### src/rtl/mem_bus_arbiter_pkg.sv
// -----------------------------------------------------------------------------
// mem_bus_arbiter_pkg
// Shared definitions for the two-master picorv32 native-bus arbiter:
//   - FSM state encoding
//   - bus field widths
//   - default read data returned on a watchdog-terminated transaction
//   - helper to size the watchdog counter
// -----------------------------------------------------------------------------
package mem_bus_arbiter_pkg;

  localparam int ADDR_W = 32;
  localparam int DATA_W = 32;
  localparam int STRB_W = 4;

  typedef enum logic {
    ST_IDLE = 1'b0,
    ST_BUSY = 1'b1
  } state_e;

  localparam logic [DATA_W-1:0] TIMEOUT_RDATA_DEF = 32'hDEAD_BEEF;

  // Width of a counter that must reach TIMEOUT_CYCLES; never narrower than
  // one bit so the register still exists when the watchdog is disabled.
  function automatic int tcnt_width(input int cycles);
    if (cycles < 1) begin
      return 1;
    end else begin
      return $clog2(cycles + 1);
    end
  endfunction

endpackage : mem_bus_arbiter_pkg

### src/rtl/mem_bus_arbiter_rr_arb2.sv
// -----------------------------------------------------------------------------
// rr_arb2
// Combinational two-way round-robin pick.
// Ports:
//   req     [1:0] request vector, bit i = master i valid
//   last          index of the master granted most recently
//   gnt_idx       index of the master to grant (0 when no request)
//   any           at least one request is present
// A lone requester always wins; on contention the master that was not
// granted last time wins, which gives strict alternation under load.
// -----------------------------------------------------------------------------
module rr_arb2 (
  input  logic [1:0] req,
  input  logic       last,
  output logic       gnt_idx,
  output logic       any
);

  // Pick the winner from the request pattern and the previous grant.
  always_comb begin
    gnt_idx = 1'b0;
    case (req)
      2'b01:   gnt_idx = 1'b0;
      2'b10:   gnt_idx = 1'b1;
      2'b11:   gnt_idx = ~last;
      default: gnt_idx = 1'b0;
    endcase
  end

  assign any = |req;

endmodule : rr_arb2

### src/rtl/mem_bus_arbiter.sv
// -----------------------------------------------------------------------------
// mem_bus_arbiter
// Two-master, one-slave arbiter for the picorv32 native memory bus.
// Parameters:
//   TIMEOUT_CYCLES  BUSY cycles without s_ready before forced completion
//                   (0 disables the watchdog)
//   TIMEOUT_RDATA   read data returned on a timed-out transaction
// Ports:
//   clk, rst                 clock, asynchronous active-high reset
//   m0_* / m1_*              master request side (valid/instr/addr/wdata/wstrb
//                            in, ready/rdata out); m0 is the CPU
//   s_*                      slave request side (valid/instr/addr/wdata/wstrb
//                            out, ready/rdata in)
//   timeout_err              one-cycle pulse when the watchdog completes a
//                            transaction
//   err_master               index of the master that last timed out (sticky)
// Operation: IDLE samples the requests and registers a grant; BUSY drives the
// granted master onto the slave until s_ready or the watchdog completes it.
// IDLE never looks at s_ready, which swallows the trailing ready of slaves
// that register their handshake.
// -----------------------------------------------------------------------------
module mem_bus_arbiter
  import mem_bus_arbiter_pkg::*;
#(
  parameter int                 TIMEOUT_CYCLES = 255,
  parameter logic [DATA_W-1:0]  TIMEOUT_RDATA  = TIMEOUT_RDATA_DEF
) (
  input  logic              clk,
  input  logic              rst,

  input  logic              m0_valid,
  input  logic              m0_instr,
  input  logic [ADDR_W-1:0] m0_addr,
  input  logic [DATA_W-1:0] m0_wdata,
  input  logic [STRB_W-1:0] m0_wstrb,
  output logic              m0_ready,
  output logic [DATA_W-1:0] m0_rdata,

  input  logic              m1_valid,
  input  logic              m1_instr,
  input  logic [ADDR_W-1:0] m1_addr,
  input  logic [DATA_W-1:0] m1_wdata,
  input  logic [STRB_W-1:0] m1_wstrb,
  output logic              m1_ready,
  output logic [DATA_W-1:0] m1_rdata,

  output logic              s_valid,
  output logic              s_instr,
  output logic [ADDR_W-1:0] s_addr,
  output logic [DATA_W-1:0] s_wdata,
  output logic [STRB_W-1:0] s_wstrb,
  input  logic              s_ready,
  input  logic [DATA_W-1:0] s_rdata,

  output logic              timeout_err,
  output logic              err_master
);

  localparam int                TCNT_W    = tcnt_width(TIMEOUT_CYCLES);
  localparam logic              WDOG_EN   = (TIMEOUT_CYCLES != 0);
  localparam logic [TCNT_W-1:0] TCNT_LAST =
    TCNT_W'((TIMEOUT_CYCLES > 0) ? (TIMEOUT_CYCLES - 1) : 0);
  localparam logic [TCNT_W-1:0] TCNT_MAX  = '1;

  state_e              state_q, state_d;
  logic                grant_q, grant_d;
  logic                last_grant_q, last_grant_d;
  logic [TCNT_W-1:0]   tcnt_q, tcnt_d;
  logic                err_master_q, err_master_d;

  logic                arb_idx_s;
  logic                arb_any_s;
  logic                busy_s;
  logic                slave_done_s;
  logic                wdog_fire_s;
  logic                cpl_s;
  logic [DATA_W-1:0]   cpl_rdata_s;

  rr_arb2 u_rr_arb2 (
    .req     ({m1_valid, m0_valid}),
    .last    (last_grant_q),
    .gnt_idx (arb_idx_s),
    .any     (arb_any_s)
  );

  assign busy_s       = (state_q == ST_BUSY);
  assign slave_done_s = busy_s & s_ready;
  // The slave handshake takes precedence over a watchdog expiring in the
  // same cycle, so real data is never replaced by the error pattern.
  assign wdog_fire_s  = busy_s & ~s_ready & WDOG_EN & (tcnt_q == TCNT_LAST);
  assign cpl_s        = slave_done_s | wdog_fire_s;
  assign cpl_rdata_s  = slave_done_s ? s_rdata : TIMEOUT_RDATA;

  // Next-state logic for the IDLE/BUSY controller, grant and watchdog.
  always_comb begin
    state_d      = state_q;
    grant_d      = grant_q;
    last_grant_d = last_grant_q;
    tcnt_d       = tcnt_q;
    err_master_d = err_master_q;
    case (state_q)
      ST_IDLE: begin
        if (arb_any_s) begin
          state_d = ST_BUSY;
          grant_d = arb_idx_s;
          tcnt_d  = '0;
        end else begin
          state_d = ST_IDLE;
        end
      end
      ST_BUSY: begin
        // Saturate so a disabled watchdog cannot wrap into a false match.
        if (tcnt_q != TCNT_MAX) begin
          tcnt_d = tcnt_q + 1'b1;
        end else begin
          tcnt_d = tcnt_q;
        end
        if (cpl_s) begin
          state_d      = ST_IDLE;
          last_grant_d = grant_q;
          if (wdog_fire_s) begin
            err_master_d = grant_q;
          end else begin
            err_master_d = err_master_q;
          end
        end else begin
          state_d = ST_BUSY;
        end
      end
      default: begin
        state_d = ST_IDLE;
      end
    endcase
  end

  // Controller state registers; last_grant resets to 1 so m0 wins first.
  always_ff @(posedge clk or posedge rst) begin
    if (rst) begin
      state_q      <= ST_IDLE;
      grant_q      <= 1'b0;
      last_grant_q <= 1'b1;
      tcnt_q       <= '0;
      err_master_q <= 1'b0;
    end else begin
      state_q      <= state_d;
      grant_q      <= grant_d;
      last_grant_q <= last_grant_d;
      tcnt_q       <= tcnt_d;
      err_master_q <= err_master_d;
    end
  end

  // Slave request mux: driven only in BUSY, zero otherwise.
  always_comb begin
    s_valid = busy_s;
    s_instr = 1'b0;
    s_addr  = '0;
    s_wdata = '0;
    s_wstrb = '0;
    if (busy_s) begin
      if (grant_q) begin
        s_instr = m1_instr;
        s_addr  = m1_addr;
        s_wdata = m1_wdata;
        s_wstrb = m1_wstrb;
      end else begin
        s_instr = m0_instr;
        s_addr  = m0_addr;
        s_wdata = m0_wdata;
        s_wstrb = m0_wstrb;
      end
    end else begin
      s_instr = 1'b0;
      s_addr  = '0;
      s_wdata = '0;
      s_wstrb = '0;
    end
  end

  // Completion return: only the granted master sees ready/rdata, and only in
  // the completion cycle.
  always_comb begin
    m0_ready = 1'b0;
    m1_ready = 1'b0;
    m0_rdata = '0;
    m1_rdata = '0;
    if (cpl_s) begin
      if (grant_q) begin
        m1_ready = 1'b1;
        m1_rdata = cpl_rdata_s;
      end else begin
        m0_ready = 1'b1;
        m0_rdata = cpl_rdata_s;
      end
    end else begin
      m0_ready = 1'b0;
      m1_ready = 1'b0;
    end
  end

  assign timeout_err = wdog_fire_s;
  assign err_master  = err_master_q;

endmodule : mem_bus_arbiter
### config.mk
export PLATFORM = sky130hd
export DESIGN_NAME = mem_bus_arbiter
export DESIGN_NICKNAME = d
export VERILOG_FILES = /design/src/rtl/mem_bus_arbiter_pkg.sv /design/src/rtl/mem_bus_arbiter_rr_arb2.sv /design/src/rtl/mem_bus_arbiter.sv
export SDC_FILE = /design/constraint.sdc
export NUM_CORES = 1
export LEC_CHECK = 0
export CAP_MARGIN = 20
export CORE_AREA = 10 10 115 117
export CTS_BUF_LIST = sky130_fd_sc_hd__clkbuf_2 sky130_fd_sc_hd__clkbuf_4 sky130_fd_sc_hd__clkbuf_8
export DETAILED_ROUTE_END_ITERATION = 16
export DIE_AREA = 0 0 125 127
export PLACE_DENSITY = 0.78
export SLEW_MARGIN = 25
export SYNTH_ARGS = -nofsm -noshare
export SYNTH_HDL_FRONTEND = slang
export SYNTH_SLANG_ARGS = --single-unit
export TNS_END_PERCENT = 100
### constraint.sdc
create_clock -name clk -period 5 [get_ports clk]
set_input_delay 1.25 -clock clk [delete_from_list [all_inputs] [get_ports clk]]
set_output_delay 1.25 -clock clk [all_outputs]
set_load 0.01 [all_outputs]
==> results of run 1 <==
logic make-up after synthesis:
| group | Yosys count | synth area share (%) |
|---|---|---|
| AOI/OAI and AO/OA | 68 | 19.5 |
| adders and majority gates | 2 | 1.06 |
| buffers and inverters | 43 | 8.60 |
| DFF | 12 | 12.8 |
| muxes | 71 | 30.4 |
| and+or+nand+nor | 142 | 27.7 |
layer usage:
layer  part of all wire [%]  GRT usage, %  vias up
li1                       -             -     1748
met1                     35          15.5     1638
met2                     51          30.6      229
met3                     12          7.28       12
met4                    1.7          4.27        0
met5                      0             0        -
area by class of cell:
type	instances	area [um2]
Clock buffer	4	48.8
Fill cell	1056	5570
Sequential cell	12	305
Multi-Input combinational cell	283	1850
Inverter	6	22.5
Tap cell	143	179
Timing Repair Buffer	316	3150
worst max-delay path, cell delays in order:
cell and delay, ns:
clkdlybuf4s50_1 0.49, or3_4 0.66, a21oi_1 0.25, clkdlybuf4s50_1 0.59
power groups by stage:
stage                     logic, mW  registers, mW  clock network (mW)
after global placement         1.29          0.228                   0
final                          1.29          0.229              0.0965
after floorplan               0.702          0.138                   0
after detailed placement       1.31          0.231                   0
after CTS                      1.31          0.229              0.0987
after global routing           1.37          0.239               0.104
cells in the mapped netlist (all sizes together) (2+ instances only):
master  count  share of area, %
nand4       5               2.0
nand2      30               4.8
nand3       7               1.5
a21oi      50                14
a31oi       3              0.80
ha          2               1.1
a21o        2              0.64
and3       16               4.2
inv         6              0.96
dfrtp      11                12
nor2       74                12
nor3        2              0.42
buf        17               4.5
mux2i      70                30
and4        2              0.74
clkbuf     20               3.2
o21ai       2              0.42
o22ai       2              0.53
flip-flops by register name, indices dropped and copies added, names as in the netlist:
name	cells
err_master	1
grant_q	1
last_grant_q	1
s_valid	1
tcnt_q	8
worst max path at each step:
stage / from / end
floorplan: s_ready / m0_rdata[10]
global placement: s_ready / m1_rdata[9]
detailed placement: s_ready / m1_rdata[30]
CTS: s_ready / m1_rdata[30]
global route: s_ready / m1_rdata[21]
finish: s_ready / m1_rdata[30]
per-stage QoR:
stage | instance area (um2) | util, %
floorplan | 2360 | -
global placement | 5510 | 49.5
detailed placement | 5510 | 49.5
CTS | 5560 | 50.0
global route | 5560 | 50.0
finish | 5560 | 50.0
==> flow_summary.toml, run 1 <==
[run_status]
status = "completed"

[worst_hold_path]
min_from = "err_master$_DFFE_PP0P_"
holdPathEnd = "err_master$_DFFE_PP0P_"
min_path_type = "flip-flop to flip-flop"
min_path_cells = 1

[finish]
drive_gt1_share_pct = 5.64
layoutNonFillerInstCount = 764
layout_common_cells = "312 x clkdlybuf4s50_1, 74 x nor2_1, 70 x mux2i_1"
area_delta_synth_final_pct = 136
nets = 799
final_common_cell = "clkdlybuf4s50_1"
antenna_cells = 0

[worst_setup_path]
worst_ep_arrival_time_ns = 3.26
r2r_end = "err_master$_DFFE_PP0P_"
r2r_slack_ns = 2.76
crit_fanout = 48
required_ns = 3.75
r2r_cells = 3
timing.rr.start = "s_valid$_DFF_PP0_"
endpoint_kind = "output port"
worstSetupPathType = "input pin to output port"
critPathLaunchType = "input pin"

[floorplan]
core_area_um2 = 11100
pin_count = 313
start_util_pct = 21.2
rows = 39
die_width_um = 125
dieHeight_um = 127
die_area_um2 = 15900

[clock_network]
ctsLongestPathBuffers = 2
postCtsHoldBufs = 0
htree_levels = 1
numCtsBuffers = 3
cts-resized-gates = 0
clk_pin_slew_worst_paths_ns = 0.05
cts_tree = "built"
clk-insertion-delay-late_ns = 0.24
cts_sinks = 12
cts_setup_buffers = 0
root_buffer = "clkbuf_8"

[synthesis]
async_flop_share_pct = 100
syn-instance-count = 338
yosysWarnings = 0
syn_area_per_cell_um2 = 6.97
synth_area_um2 = 2360
syn_nets = 515
synth_seq_cells = 12
synth_cell_types = 40
synth_flop_cell = "dfrtp_1"
ys_seq_area_share_pct = 12.8
synth_edf_count = 0

[global_route]
grt_overflow_total = 0
grt_pass1_wl_mm = 21.3
antenna_found_initial = 0
grt_util_all_layers_pct = 16.1
first_global_vias = 3680
grt_start_max_net_pins = 49

[route]
drt-initial-drc-count = 145
drcViolationCount = 0
drt_pass1_iterations = 5
vias_per_cell = 4.75
ant_nets = 0
num_vias = 3627
wirelength_mm = 14.5
post_drt_wl_per_cell_um = 19.0

[placement]
globalplace.congestion = 0.860
hpwl_mm = 12.6
dp_cells = 760
dp_slack_ns = 0.509
port_buffers = 312

[timing]
period_needed_ns = 4.51
post-route-period-util_pct = 90.1
timing.final.ws_setup_ns = 0.494
skew_ns = 0.00397
slew_viol_final = 0
worst_hold_slack_ns = 0.531
max_slew_margin_pct = 41.6
setup_viol = 0
worstMarginPinSlew_ns = 0.873
hold_violations = 0
fmax_mhz = 222
setup_tns_ns = 0
rsz0062_at_grt = "false"

[power]
total_power_mw = 1.62
p_comb_share_pct = 79.9
clkPwrFrac_pct = 6.0
p_seq_share_pct = 14.2
power_density_nw_per_um2 = 291
internal_power_mw = 0.900
ir_worst_vdd_mv = 0.147
swShare_pct = 44.4
cellLeakagePower_nw = 2.28
net-switching-power_mw = 0.718

[flow_run]
maxCapViolCount = 0
Power figures use the tool's default switching activity.
==> run 2, diff against run 1 <==
--- a/config.mk
+++ b/config.mk
@@ -6,13 +6,14 @@
 export NUM_CORES = 1
 export LEC_CHECK = 0
 export CAP_MARGIN = 20
-export CORE_AREA = 10 10 115 117
+export CORE_AREA = 10 10 114 116
 export CTS_BUF_LIST = sky130_fd_sc_hd__clkbuf_2 sky130_fd_sc_hd__clkbuf_4 sky130_fd_sc_hd__clkbuf_8
 export DETAILED_ROUTE_END_ITERATION = 16
-export DIE_AREA = 0 0 125 127
-export PLACE_DENSITY = 0.78
+export DIE_AREA = 0 0 124 126
+export PLACE_DENSITY = 0.81
 export SLEW_MARGIN = 25
 export SYNTH_ARGS = -nofsm -noshare
 export SYNTH_HDL_FRONTEND = slang
+export SYNTH_HIERARCHICAL = 1
 export SYNTH_SLANG_ARGS = --single-unit
 export TNS_END_PERCENT = 100
==> run 2 against run 1 <==
  * Clock skew increased by 0.0020 ns
  * Clock power increased by 3.0%
  * Combinational power decreased by 26%
  * Synthesized cell count decreased by 0.30%
  * Critical endpoint is now m1_rdata[26]
  * Critical path type unchanged
  * First-iteration DRC count increased by 74%
==> flow_summary.toml, run 2 <==
[run_status]
status = "completed"

[clock_network]
cts_setup_buffers = 0
ctsLongestPathBuffers = 2
htree_levels = 1
postCtsHoldBufs = 0
cts-resized-gates = 0
clk-insertion-delay-late_ns = 0.25
clk_pin_slew_worst_paths_ns = 0.06
numCtsBuffers = 3
cts_tree = "built"
cts_sinks = 12
root_buffer = "clkbuf_8"

[global_route]
grt_util_all_layers_pct = 19.1
antenna_found_initial = 0
grt_overflow_total = 0
grt_start_max_net_pins = 88
grt_pass1_wl_mm = 23.2
first_global_vias = 3625

[worst_hold_path]
min_path_cells = 1
min_path_type = "flip-flop to flip-flop"

[flow_run]
maxCapViolCount = 0

[synthesis]
synth_flop_cell = "dfrtp_1"
syn_nets = 514
ys_seq_area_share_pct = 11.9
syn-instance-count = 337
synth_common_cells = "71 x mux2i_1, 70 x nor2b_1, 28 x a21oi_1, 28 x nand3_1, 24 x a21boi_0"
async_flop_share_pct = 100
syn_area_per_cell_um2 = 7.51
synth_seq_cells = 12
synth_area_leader_cell = "mux2i_1"
yosysTopAreaCellShare_pct = 28.1
synth_cell_types = 39
synth_area_um2 = 2530
synth_edf_count = 0
yosysMostFrequentCell = "mux2i_1"
ys_top_cells_by_area = "mux2i_1 28%, nor2b_1 17%, dfrtp_1 11%"
yosysWarnings = 6

[route]
drt-initial-drc-count = 252
ant_nets = 0
wirelength_mm = 16.6
num_vias = 3694
drcViolationCount = 0
post_drt_wl_per_cell_um = 21.8
vias_per_cell = 4.85
drt_pass1_iterations = 4

[timing]
max_slew_margin_pct = 31.8
period_needed_ns = 4.33
worstMarginPinSlew_ns = 1.02
hold_violations = 0
setup_tns_ns = 0
worst_hold_slack_ns = 0.518
slew_viol_final = 0
rsz0062_at_grt = "false"
post-route-period-util_pct = 86.6
fmax_mhz = 231
setup_viol = 0
skew_ns = 0.00601

[floorplan]
core_area_um2 = 10700
pin_count = 313
die_width_um = 124
dieHeight_um = 126
start_util_pct = 23.7
die_area_um2 = 15600
rows = 38

[power]
swShare_pct = 40.6
ir_worst_vdd_mv = 0.162
internal_power_mw = 0.762
p_seq_share_pct = 18.2
power_density_nw_per_um2 = 222
p_comb_share_pct = 74.1
cellLeakagePower_nw = 2.19
net-switching-power_mw = 0.520
clkPwrFrac_pct = 7.8

[worst_setup_path]
crit_fanout = 27
endpoint_kind = "output port"
r2r_cells = 4
r2r_slack_ns = 3.03
critPathLaunchType = "input pin"
worstSetupPathType = "input pin to output port"
required_ns = 3.75
worst_ep_arrival_time_ns = 3.08

[finish]
nets = 799
final_common_cell = "clkdlybuf4s50_1"
drive_gt1_share_pct = 3.06
largest_reg_flops = 8
layout_common_cells = "312 x clkdlybuf4s50_1, 71 x mux2i_1, 70 x nor2b_1"
largest-register = "tcnt_q"
antenna_cells = 0
area_delta_synth_final_pct = 128

[placement]
hpwl_mm = 14.0
globalplace.congestion = 0.952
port_buffers = 312
## run 2: final cells by class
class / instances / area (um2)
clock buffer: 4 / 48.8
fill: 961 / 4930
inverter: 3 / 11.3
multi-input combinational: 285 / 2050
sequential: 12 / 307
tap: 140 / 175
timing repair buffer: 317 / 3170
## run 2: routing by layer
metal | track usage, % | up-vias | part of all wire (%) | wire [um]
li1 | - | 1763 | - | -
met3 | 6.66 | 15 | 11 | 1780
met2 | 34.8 | 200 | 51 | 8500
met5 | 0 | - | 0 | 0
met1 | 20.9 | 1716 | 36 | 6040
met4 | 3.46 | 0 | 1.6 | 267
## run 2: worst paths after layout
check                                        from                      to
max                                       s_ready            m1_rdata[26]
min                        err_master$_DFFE_PP0P_  err_master$_DFFE_PP0P_
max reg2reg                     s_valid$_DFF_PP0_   tcnt_q[4]$_DFFE_PP0P_
min reg2reg                err_master$_DFFE_PP0P_  err_master$_DFFE_PP0P_
max in group asynchronous                     rst     grant_q$_DFFE_PP0P_
min in group asynchronous                     rst  err_master$_DFFE_PP0P_
## run 2: power groups by stage
stage                     logic [mW]  registers (mW)  clock network (mW)
final                          0.950           0.233              0.0994
after global routing            1.01           0.244               0.105
after CTS                      0.963           0.233               0.101
after detailed placement       0.959           0.235                   0
after global placement         0.942           0.233                   0
after floorplan                0.522           0.137                   0
## run 2: logic make-up after synthesis
logic type,synth area share (%)
AOI/OAI and AO/OA,17.2
and+or+nand+nor,33.4
buffers and inverters,7.12
DFF,11.9
adders and majority gates,0.988
muxes,29.4
## run 2: worst max-delay path, stage by stage
cell and delay, ns:
clkdlybuf4s50_1 0.50, buf_4 0.31, nand3_1 0.18, a21boi_0 0.23
clkdlybuf4s50_1 0.58
## run 2: per-stage QoR
step                      std cells  power (mW)  worst slack [ns]  cell area (um2)  utilization, %
after detailed placement        757        1.19             0.667             5720            53.4
after CTS                       761        1.30             0.652             5760            53.9
final                           761        1.28             0.672             5760            53.9
after global placement          757        1.17             0.735             5720            53.4
after floorplan                 337       0.659              1.62             2530               -
after global routing            761        1.36             0.527             5760            53.9
